## src/rtl/bird_launch_seq_pkg.sv

```systemverilog
// Shared game definitions: bird state encodings, aim-key bit order and the
// aim direction decode used by the bird, pig and collision blocks.
package bird_launch_seq_pkg;

  typedef enum logic [1:0] {
    ST_WAIT_LOAD = 2'd0,
    ST_LOADING   = 2'd1,
    ST_AIM       = 2'd2,
    ST_FLYING    = 2'd3
  } bird_state_e;

  // Bit positions of the aim keys inside a packed 4-bit key vector.
  localparam int KEY_W = 0;
  localparam int KEY_A = 1;
  localparam int KEY_S = 2;
  localparam int KEY_D = 3;

  typedef enum logic [1:0] {
    AIM_HOLD = 2'd0,
    AIM_DEC  = 2'd1,
    AIM_INC  = 2'd2
  } aim_dir_e;

  // Opposing keys together cancel, exactly like no key at all.
  function automatic aim_dir_e aim_dir(input logic dec, input logic inc);
    aim_dir_e dir;
    case ({dec, inc})
      2'b10:   dir = AIM_DEC;
      2'b01:   dir = AIM_INC;
      default: dir = AIM_HOLD;
    endcase
    return dir;
  endfunction

endpackage

```

## src/rtl/bird_launch_seq_aim_axis.sv

```systemverilog
// One aim axis: steps the current offset by +/-AIM_STEP and saturates to
// [-AIM_MAX, +AIM_MAX]; computed one bit wider so the clamp never sees a wrap.
module aim_axis
  import bird_launch_seq_pkg::*;
#(
  parameter int AIM_W    = 17,
  parameter int AIM_MAX  = 63,
  parameter int AIM_STEP = 1
) (
  input  logic [AIM_W-1:0] cur,
  input  logic             dec,
  input  logic             inc,
  output logic [AIM_W-1:0] nxt
);

  localparam int EW = AIM_W + 1;
  localparam logic signed [EW-1:0] STEP_X = EW'(AIM_STEP);
  localparam logic signed [EW-1:0] MAX_X  = EW'(AIM_MAX);
  localparam logic signed [EW-1:0] MIN_X  = -MAX_X;

  logic signed [EW-1:0] cur_x;
  logic signed [EW-1:0] sum_x;

  // Sign-extend, step, then clamp back into the legal window.
  always_comb begin
    cur_x = $signed({cur[AIM_W-1], cur});
    case (aim_dir(dec, inc))
      AIM_DEC: sum_x = cur_x - STEP_X;
      AIM_INC: sum_x = cur_x + STEP_X;
      default: sum_x = cur_x;
    endcase
    if (sum_x > MAX_X) begin
      nxt = MAX_X[AIM_W-1:0];
    end else if (sum_x < MIN_X) begin
      nxt = MIN_X[AIM_W-1:0];
    end else begin
      nxt = sum_x[AIM_W-1:0];
    end
  end

endmodule

```

## src/rtl/bird_launch_seq.sv

```systemverilog
// Bird launch sequencer: load animation, aiming, flight timing and round
// bookkeeping, all advancing only on frame ticks.
module bird_launch_seq
  import bird_launch_seq_pkg::*;
#(
  parameter int NUM_BIRDS   = 3,
  parameter int LOAD_FRAMES = 32,
  parameter int FLY_FRAMES  = 481,
  parameter int AIM_W       = 17,
  parameter int AIM_MAX     = 63,
  parameter int AIM_STEP    = 1
) (
  input  logic             clk,
  input  logic             rst,
  input  logic             frame_tick,
  input  logic             launch,
  input  logic             key_w,
  input  logic             key_a,
  input  logic             key_s,
  input  logic             key_d,
  input  logic             settled,
  input  logic             restart,
  output logic [1:0]       bird_state,
  output logic [2:0]       active_bird,
  output logic             all_done,
  output logic [9:0]       anim_cnt,
  output logic [AIM_W-1:0] delta_x,
  output logic [AIM_W-1:0] delta_y,
  output logic [AIM_W-1:0] shot_dx,
  output logic [AIM_W-1:0] shot_dy,
  output logic             launch_pulse,
  output logic [3:0]       birds_left
);

  localparam logic [9:0] LOAD_LAST  = 10'(LOAD_FRAMES - 1);
  localparam logic [9:0] FLY_LAST   = 10'(FLY_FRAMES - 1);
  localparam logic [2:0] LAST_BIRD  = 3'(NUM_BIRDS - 1);
  localparam logic [3:0] BIRDS_INIT = 4'(NUM_BIRDS);

  bird_state_e      state_q, state_d;
  logic [2:0]       active_q, active_d;
  logic             done_q, done_d;
  logic [9:0]       cnt_q, cnt_d;
  logic [AIM_W-1:0] dx_q, dx_d, dy_q, dy_d;
  logic [AIM_W-1:0] sdx_q, sdx_d, sdy_q, sdy_d;
  logic             pulse_q, pulse_d;
  logic [3:0]       left_q, left_d;
  logic             lpend_q, lpend_d, rpend_q, rpend_d;

  logic [3:0]       keys_s;
  logic [AIM_W-1:0] dx_nxt_s, dy_nxt_s;
  logic             launch_go_s, restart_go_s;

  // Pack the key levels in the shared bit order.
  always_comb begin
    keys_s        = 4'd0;
    keys_s[KEY_W] = key_w;
    keys_s[KEY_A] = key_a;
    keys_s[KEY_S] = key_s;
    keys_s[KEY_D] = key_d;
  end

  aim_axis #(.AIM_W(AIM_W), .AIM_MAX(AIM_MAX), .AIM_STEP(AIM_STEP)) u_axis_x (
    .cur (dx_q),
    .dec (keys_s[KEY_A]),
    .inc (keys_s[KEY_D]),
    .nxt (dx_nxt_s)
  );

  aim_axis #(.AIM_W(AIM_W), .AIM_MAX(AIM_MAX), .AIM_STEP(AIM_STEP)) u_axis_y (
    .cur (dy_q),
    .dec (keys_s[KEY_W]),
    .inc (keys_s[KEY_S]),
    .nxt (dy_nxt_s)
  );

  // Next-state logic; a request arriving on the tick clk itself counts as pending.
  always_comb begin
    launch_go_s  = lpend_q | launch;
    restart_go_s = rpend_q | restart;
    state_d  = state_q;
    active_d = active_q;
    done_d   = done_q;
    cnt_d    = cnt_q;
    dx_d     = dx_q;
    dy_d     = dy_q;
    sdx_d    = sdx_q;
    sdy_d    = sdy_q;
    left_d   = left_q;
    pulse_d  = 1'b0;
    lpend_d  = launch_go_s;
    rpend_d  = restart_go_s;
    if (frame_tick) begin
      lpend_d = 1'b0;
      rpend_d = 1'b0;
      if (restart_go_s) begin
        state_d  = ST_WAIT_LOAD;
        active_d = 3'd0;
        done_d   = 1'b0;
        cnt_d    = 10'd0;
        dx_d     = '0;
        dy_d     = '0;
        sdx_d    = '0;
        sdy_d    = '0;
        left_d   = BIRDS_INIT;
      end else begin
        case (state_q)
          ST_WAIT_LOAD: begin
            if (done_q) begin
              state_d = ST_WAIT_LOAD;
            end else begin
              state_d = ST_LOADING;
              cnt_d   = 10'd0;
            end
          end
          ST_LOADING: begin
            if (cnt_q == LOAD_LAST) begin
              state_d = ST_AIM;
              cnt_d   = 10'd0;
            end else begin
              cnt_d = cnt_q + 10'd1;
            end
          end
          ST_AIM: begin
            if (launch_go_s) begin
              state_d = ST_FLYING;
              sdx_d   = dx_nxt_s;
              sdy_d   = dy_nxt_s;
              dx_d    = '0;
              dy_d    = '0;
              cnt_d   = 10'd0;
              left_d  = left_q - 4'd1;
              pulse_d = 1'b1;
            end else begin
              dx_d = dx_nxt_s;
              dy_d = dy_nxt_s;
            end
          end
          ST_FLYING: begin
            if ((cnt_q == FLY_LAST) || settled) begin
              state_d = ST_WAIT_LOAD;
              cnt_d   = 10'd0;
              if (active_q < LAST_BIRD) begin
                active_d = active_q + 3'd1;
              end else begin
                done_d = 1'b1;
              end
            end else begin
              cnt_d = cnt_q + 10'd1;
            end
          end
          default: begin
            state_d = ST_WAIT_LOAD;
            cnt_d   = 10'd0;
          end
        endcase
      end
    end else begin
      state_d = state_q;
    end
  end

  // State and output registers with asynchronous active-low reset.
  always_ff @(posedge clk or negedge rst) begin
    if (!rst) begin
      state_q  <= ST_WAIT_LOAD;
      active_q <= 3'd0;
      done_q   <= 1'b0;
      cnt_q    <= 10'd0;
      dx_q     <= '0;
      dy_q     <= '0;
      sdx_q    <= '0;
      sdy_q    <= '0;
      pulse_q  <= 1'b0;
      left_q   <= BIRDS_INIT;
      lpend_q  <= 1'b0;
      rpend_q  <= 1'b0;
    end else begin
      state_q  <= state_d;
      active_q <= active_d;
      done_q   <= done_d;
      cnt_q    <= cnt_d;
      dx_q     <= dx_d;
      dy_q     <= dy_d;
      sdx_q    <= sdx_d;
      sdy_q    <= sdy_d;
      pulse_q  <= pulse_d;
      left_q   <= left_d;
      lpend_q  <= lpend_d;
      rpend_q  <= rpend_d;
    end
  end

  assign bird_state   = state_q;
  assign active_bird  = active_q;
  assign all_done     = done_q;
  assign anim_cnt     = cnt_q;
  assign delta_x      = dx_q;
  assign delta_y      = dy_q;
  assign shot_dx      = sdx_q;
  assign shot_dy      = sdy_q;
  assign launch_pulse = pulse_q;
  assign birds_left   = left_q;

endmodule

```

## config.mk

```make
export PLATFORM = sky130hd
export DESIGN_NAME = bird_launch_seq
export DESIGN_NICKNAME = d
export VERILOG_FILES = /design/src/rtl/bird_launch_seq_pkg.sv /design/src/rtl/bird_launch_seq_aim_axis.sv /design/src/rtl/bird_launch_seq.sv
export SDC_FILE = /design/constraint.sdc
export NUM_CORES = 1
export LEC_CHECK = 0
export CAP_MARGIN = 20
export CORE_MARGIN = 2
export CORE_UTILIZATION = 46
export CTS_CLUSTER_DIAMETER = 100
export DETAILED_ROUTE_END_ITERATION = 6
export PLACE_DENSITY = 0.72
export SYNTH_ARGS = -nofsm -noshare
export SYNTH_HDL_FRONTEND = slang
export SYNTH_SLANG_ARGS = --single-unit
```

## constraint.sdc

```tcl
create_clock -name clk -period 7.75 [get_ports clk]
set_input_delay 1.55 -clock clk [delete_from_list [all_inputs] [get_ports clk]]
set_output_delay 1.55 -clock clk [all_outputs]
set_load 0.01 [all_outputs]
```

==> results by group, run 1 <==
Critical path
  • Critical path type: input port to flip-flop
  • Critical path data arrival time: 5480 ps
  • Startpoint types: input port
  • WP buf/inv: 3
  • Top Family by Delay on Critical Path: compound AO/OA/AOI/OAI gates
  • Crit path required time: 7990 ps
  • Largest stage delay, worst path: 490 ps
  • Slowest cell on the critical path: inv_1
  • Worst-path cell chain: clkdlybuf4s50_1, inv_1, ha_1, inv_1, ha_1, a21o_1, a21o_1, a2111oi_0, a2bb2oi_1, mux2i_1, nor2b_1, o41ai_4, o211ai_1, a22o_1
  • Setup crit end kind: flip-flop
  • Crit path max fanout: 17

Clock tree
  • Root buffer cell: clkbuf_16
  • Clock Latency Late Sink: 350 ps
  • CTS buffer count: 9
  • Post-CTS resize count: 0
  • Htree depth: 3
  • Clock-pin slew on the worst setup and hold paths: 70 ps
  • Clock sink total: 91
  • Setup Fix Bufs, Post-CTS: 0
  • TritonCTS clock tree: yes
  • CTS max path bufs: 2
  • # hold bufs at CTS: 0

Power and ir drop
  • Seq pwr share: 0.412
  • PD cells: 155.0 mW/mm^2
  • Sw Share: 0.3169
  • Clk network pwr share: 0.356
  • Combinational share of power: 0.232
  • NetSw: 0.3839 mW
  • Pwr Total: 1.211 mW
  • Internal power: 0.8276 mW
  • Static leakage: 3.759 nW
  • Worst IR Drop VDD: 0.00009994 V

Cells and area
  • Reg area: 0.002280 mm^2
  • Commonest non-fill, non-tap cell in the layout: nand2_1
  • Core Util, Final: 0.5698
  • Fill count: 1266
  • Ant diodes: 0
  • Commonest non-fill, non-tap cells in the layout: nand2_1 (109), clkdlybuf4s50_1 (97), dfrtp_1 (89)
  • Layout Nets: 871
  • Area growth syn-to-layout: 22.58%
  • Multi-input logic area: 0.003877 mm^2
  • Layout cell share with drive strength beyond 1: 0.06334
  • Post-route cell area: 0.007818 mm^2
  • Finished Layout Cells: 1001

Synth
  • Cell area after synthesis: 0.006377 mm^2
  • Main synth FF type: dfrtp_1
  • Sequential area share after synthesis: 0.3575
  • Mean post-synth cell area: 8.700 um^2
  • Number of distinct library cells after synthesis: 81
  • Synthesized instance count: 733
  • Asr flop ratio synth: 1.000
  • EDFF count, synth: 0
  • Syn nets: 788
  • Yosys warning total: 0
  • Register bit total from synthesis: 91

STA
  • Fmax: 191.0 MHz
  • Setup TNS: 0 ps
  • Worst-Margin Slew: 747.7 ps
  • Final setup fails: 0
  • Fin. max-slew vios: 0
  • Final hold violations: 0
  • Final period utilization: 0.6756
  • Period minus WS final: 5236 ps
  • RSZ-0062 raised after global routing: no
  • Headroom to the max-slew limit: 0.4997
  • Worst Clk Skew: 6.506 ps

Route
  • Detailed Routing Iterations Pass 1: 6
  • Final WL: 17.83 mm
  • ANT nets after route: 0
  • Mean routed wirelength per cell: 17.81 um
  • Number of vias in the routed layout: 5962
  • Vias/cell: 5.956
  • Detailed Route Iter0 Violations: 398
  • DRC: 0

Floorplanning
  • Die X: 121.7 um
  • Rows: 43
  • Core Box Area: 0.01372 mm^2
  • I/O Pins: 99
  • Initial core utilization: 0.4648
  • Die Y: 121.7 um
  • Die Area: 0.01482 mm^2

GRT
  • GRT overflow: 0
  • Global-route usage over all layers: 0.2444
  • Initial antenna violation count: 0
  • Vias in the first global route: 5854
  • First-pass GRT wire length: 28.99 mm
  • Largest net degree at the start of global routing: 82

Place
  • Placed inst area: 0.007492 mm^2
  • GPL Wtd Cong: 0.8767
  • IO Port Bufs: 98
  • Dpl hpwl: 13.25 mm
  • Placed Cells: 983

Run
  • Max-cap check violation count: 0

Worst hold path
  • Hold Crit Class: flip-flop to flip-flop

Status
  • Outcome: complete, no violations
## cells by family (layout without fill, tap and decap cells)
group / count (synthesis) / after routing / synth area share
compound gates: 227 / 227 / 0.2560
xor+xnor: 21 / 21 / 0.02884
fa+ha+maj: 45 / 45 / 0.09064
buf+inv: 58 / 146 / 0.03551
flops: 91 / 91 / 0.3575
mux: 16 / 16 / 0.02590
simple gates: 275 / 275 / 0.2056
## final timing paths
check	start	endpoint	slack [ps]	depth (start not counted)
min in group asynchronous	rst	shot_dy[11]$_DFFE_PN0P_	1010	1
worst max register to register	delta_y[0]$_DFFE_PN0P_	delta_y[1]$_DFFE_PN0P_	4220	10
max in group asynchronous	rst	birds_left[1]$_DFFE_PN1P_	5770	3
worst max-delay path	key_a	delta_x[3]$_DFFE_PN0P_	2510	14
worst min register to register	shot_dx[14]$_DFFE_PN0P_	shot_dx[14]$_DFFE_PN0P_	480	1
worst min-delay path	shot_dx[14]$_DFFE_PN0P_	shot_dx[14]$_DFFE_PN0P_	480	1
## registers in the layout, summed over array words and instances, names as in the netlist
| register | flops |
|---|---|
| lpend_q | 1 |
| delta_y | 17 |
| bird_state | 2 |
| delta_x | 17 |
| launch_pulse | 1 |
| rpend_q | 1 |
| shot_dx | 17 |
| shot_dy | 17 |
| anim_cnt | 10 |
| active_bird | 3 |
| all_done | 1 |
| birds_left | 4 |
## worst reg2reg max path: stages (launching register included)
cell and delay (ps):
dfrtp_1 520, fa_1 540, a21o_1 220, a221oi_1 270, mux2_1 370, nor4_1 320
nand4_1 130, a211o_1 270, o41ai_2 450, and2_1 230, a22o_1 140
## synthesized netlist by cell type (5+ instances only)
cell type  count  area [um^2]
nand2_1      109        409.1
dfrtp_1       89         2227
nor2_1        55        206.5
o21ai_0       50        250.2
ha_1          43        538.0
a21oi_1       35        175.2
a21o_1        32        240.2
clkbuf_1      24        90.09
inv_1         22        82.58
nand3_1       20        100.1
a22o_1        18        157.7
nand4_1       15        93.84
and3_1        14        87.58
nor3_1        14        70.07
xnor2_1       13        113.9
mux2i_1       12        120.1
o211ai_1      11        82.58
o31ai_1        8        60.06
or3_1          8        50.05
xor2_1         8        70.07
a31oi_1        7        43.79
and2_1         7        43.79
buf_2          7        35.03
nand2b_1       5        31.28
nor4_1         5        31.28
o21ai_1        5        25.02
## power groups by stage
stage	sequential (mW)	combinational [mW]	clock [mW]
CTS	0.499	0.278	0.440
floorplan	0.509	0.188	0
finish	0.499	0.281	0.431
global route	0.500	0.312	0.460
detailed placement	0.508	0.276	0
global placement	0.507	0.272	0
## cell type report
class,instances,share of cell area
multi-input combinational,584,0.4960
sequential,91,0.2916
timing repair buffer,105,0.1344
clock buffer,10,0.03057
tap,180,0.02881
inverter,25,0.01200
clock inverter,6,0.006562
## through the flow
stage	worst slack [ps]	hold WS, ps
4_1_cts	2520	485.7
6_report	2514	482.7
3_3_place_gp	2303	461.3
5_1_grt	2232	496.4
3_5_place_dp	2206	469.2
2_1_floorplan	3149	505.0
## per-layer routing
layer  vias up  GRT usage  share of wire
met5         -          0              0
met4         0    0.09411          0.023
met3        35    0.03464          0.039
met2       164     0.4134           0.50
met1      2908     0.3167           0.44
li1       2855          -              -
(Power assumes the default switching activity.)
==> run 2: changes to the inputs <==
clock period = 5 ns   (was 7.75 ns; I/O delays follow)
==> results by group, run 2 (synthesis gave the netlist of run 1 again) <==
Route
  • DRC: 0 (unchanged)
  • Detailed Route Iter0 Violations: 393 (-1.3%)
  • Mean routed wirelength per cell: 17.39 um (-2.4%)
  • Vias/cell: 5.895 (-1.0%)
  • Detailed Routing Iterations Pass 1: 5 (-1)
  • Final WL: 17.53 mm (-1.7%)
  • Number of vias in the routed layout: 5942 (-0.34%)
  • ANT nets after route: 0 (unchanged)

Cells and area
  • Finished Layout Cells: 1008 (+0.70%)
  • Commonest non-fill, non-tap cell in the layout: nand2_1
  • Commonest non-fill, non-tap cells in the layout: nand2_1 (109), clkdlybuf4s50_1 (97), dfrtp_1 (89)
  • Layout cell share with drive strength beyond 1: 0.07126 (+0.007919)
  • Ant diodes: 0 (unchanged)
  • Core Util, Final: 0.5720 (+0.002189)
  • Fill count: 1227 (-3.1%)
  • Area growth syn-to-layout: 23.05%
  • Multi-input logic area: 0.003877 mm^2 (unchanged)
  • Layout Nets: 878 (+0.80%)
  • Reg area: 0.002280 mm^2 (unchanged)

Clock tree
  • CTS buffer count: 9 (unchanged)
  • Clock Latency Late Sink: 350 ps (about the same)
  • Post-CTS resize count: 0 (unchanged)
  • Setup Fix Bufs, Post-CTS: 0 (unchanged)
  • Clock-pin slew on the worst setup and hold paths: 70 ps (about the same)
  • Clock sink total: 91 (unchanged)
  • # hold bufs at CTS: 0 (unchanged)
  • TritonCTS clock tree: yes
  • CTS max path bufs: 2 (unchanged)
  • Root buffer cell: clkbuf_16
  • Htree depth: 3 (unchanged)

STA
  • Period minus WS final: 4498 ps
  • Setup TNS: 0 ps (unchanged)
  • Final period utilization: 0.8996
  • Fmax: 222.3 MHz
  • Headroom to the max-slew limit: 0.4840 (-0.01569)
  • Worst Clk Skew: 5.884 ps (-0.6213 ps)
  • Final setup fails: 0 (unchanged)
  • Final hold violations: 0 (unchanged)
  • Worst-Margin Slew: 771.1 ps (+23.45 ps)
  • Fin. max-slew vios: 0 (unchanged)
  • RSZ-0062 raised after global routing: no
  • Final setup margin: 502.1 ps (-2012 ps)

Worst hold path
  • Hold Crit Class: flip-flop to flip-flop
  • Worst Hold Depth: 1 (unchanged)

Place
  • Placed Cells: 992 (+0.92%)
  • Dpl hpwl: 12.87 mm (-2.9%)
  • GPL Wtd Cong: 0.9518 (+8.6%)
  • IO Port Bufs: 98 (unchanged)
  • Post-Place Worst Slack: 204.4 ps (-2002 ps)

Critical path
  • Worst-path cell chain: clkdlybuf4s50_1, inv_1, ha_1, inv_1, ha_1, a21o_1, a221oi_1, mux2_1, nor4_1, nand4_1, a211o_1, o41ai_2, and2_1, a22o_1
  • Stages on the worst setup path: 14 (unchanged)
  • Worst R2R Path Depth: 10 (unchanged)
  • Startpoint types: input port
  • Largest stage delay, worst path: 450 ps (-40 ps)
  • Top Family by Delay on Critical Path: compound AO/OA/AOI/OAI gates
  • WP buf/inv: 3 (unchanged)
  • Critical path type: input port to flip-flop
  • Crit path max fanout: 9 (-8)
  • R2R setup slack: 1420 ps (-2800 ps)
  • Slowest cell on the critical path: clkdlybuf4s50_1
  • Critical path data arrival time: 4780 ps (-700 ps)
  • Setup crit end kind: flip-flop
  • Crit path required time: 5290 ps (-2700 ps)

GRT
  • GRT overflow: 0 (unchanged)
  • First-pass GRT wire length: 29.09 mm (+0.33%)
  • Global-route usage over all layers: 0.2444 (about the same)
  • Vias in the first global route: 5805 (-0.84%)
  • Initial antenna violation count: 0 (unchanged)
  • Largest net degree at the start of global routing: 58 (-29%)

Status
  • Outcome: complete, no violations

Floorplanning
  • Core Box Area: 0.01372 mm^2 (unchanged)
  • Initial core utilization: 0.4648 (unchanged)
  • Die Y: 121.7 um (unchanged)
  • Die X: 121.7 um (unchanged)
  • I/O Pins: 99 (unchanged)
  • Rows: 43 (unchanged)
  • Die Area: 0.01482 mm^2 (unchanged)

Power and ir drop
  • Static leakage: 3.782 nW (+0.60%)
  • Pwr Total: 1.873 mW (+55%)
  • Worst IR Drop VDD: 0.0001753 V (+75%)
  • PD cells: 238.7 mW/mm^2 (+54%)

Run
  • Max-cap check violation count: 0 (unchanged)
[run 2: changes by cell type in the layout (fill, tap and decap cells not counted), sizes merged]
cell,change
clkinvlp,+1
inv,-3
buf,+8
clkbuf,-1
clkinv,+2
[run 2: final cells by class]
cell class	instances	share of cell area
clock buffers	10	0.03045
multi-input cells	584	0.4941
repair buffers	112	0.1381
clock inverters	6	0.006218
inverters	25	0.01196
flip-flops and latches	91	0.2905
well taps	180	0.02870
[run 2: final timing paths]
kind                                         start                 endpoint
max                                          key_w   delta_y[3]$_DFFE_PN0P_
min                        shot_dy[16]$_DFFE_PN0P_  shot_dy[16]$_DFFE_PN0P_
max reg2reg                 delta_y[0]$_DFFE_PN0P_   delta_y[3]$_DFFE_PN0P_
min reg2reg                shot_dy[16]$_DFFE_PN0P_  shot_dy[16]$_DFFE_PN0P_
max in group asynchronous                      rst  shot_dx[11]$_DFFE_PN0P_
min in group asynchronous                      rst   shot_dy[7]$_DFFE_PN0P_
[run 2: metal layers]
metal / vias to the layer above / GRT usage / share of wire
met4: 0 / 0.09411 / 0.025
li1: 2881 / - / -
met3: 33 / 0.03979 / 0.041
met1: 2883 / 0.3225 / 0.44
met5: - / 0 / 0
met2: 145 / 0.4029 / 0.49
[run 2: stage by stage]
step           instance area [um^2]  hold slack (ps)
2_1_floorplan                  6377            505.0
3_3_place_gp                   7560            459.1
3_5_place_dp                   7560            464.8
4_1_cts                        7848            480.4
5_1_grt                        7848            488.8
6_report                       7848            478.5
[run 2: where the power goes]
group	leakage (nW)	internal (mW)	switching [mW]
logic	2.39	0.172	0.265
clock network	0.137	0.356	0.307
registers	1.26	0.754	0.0197
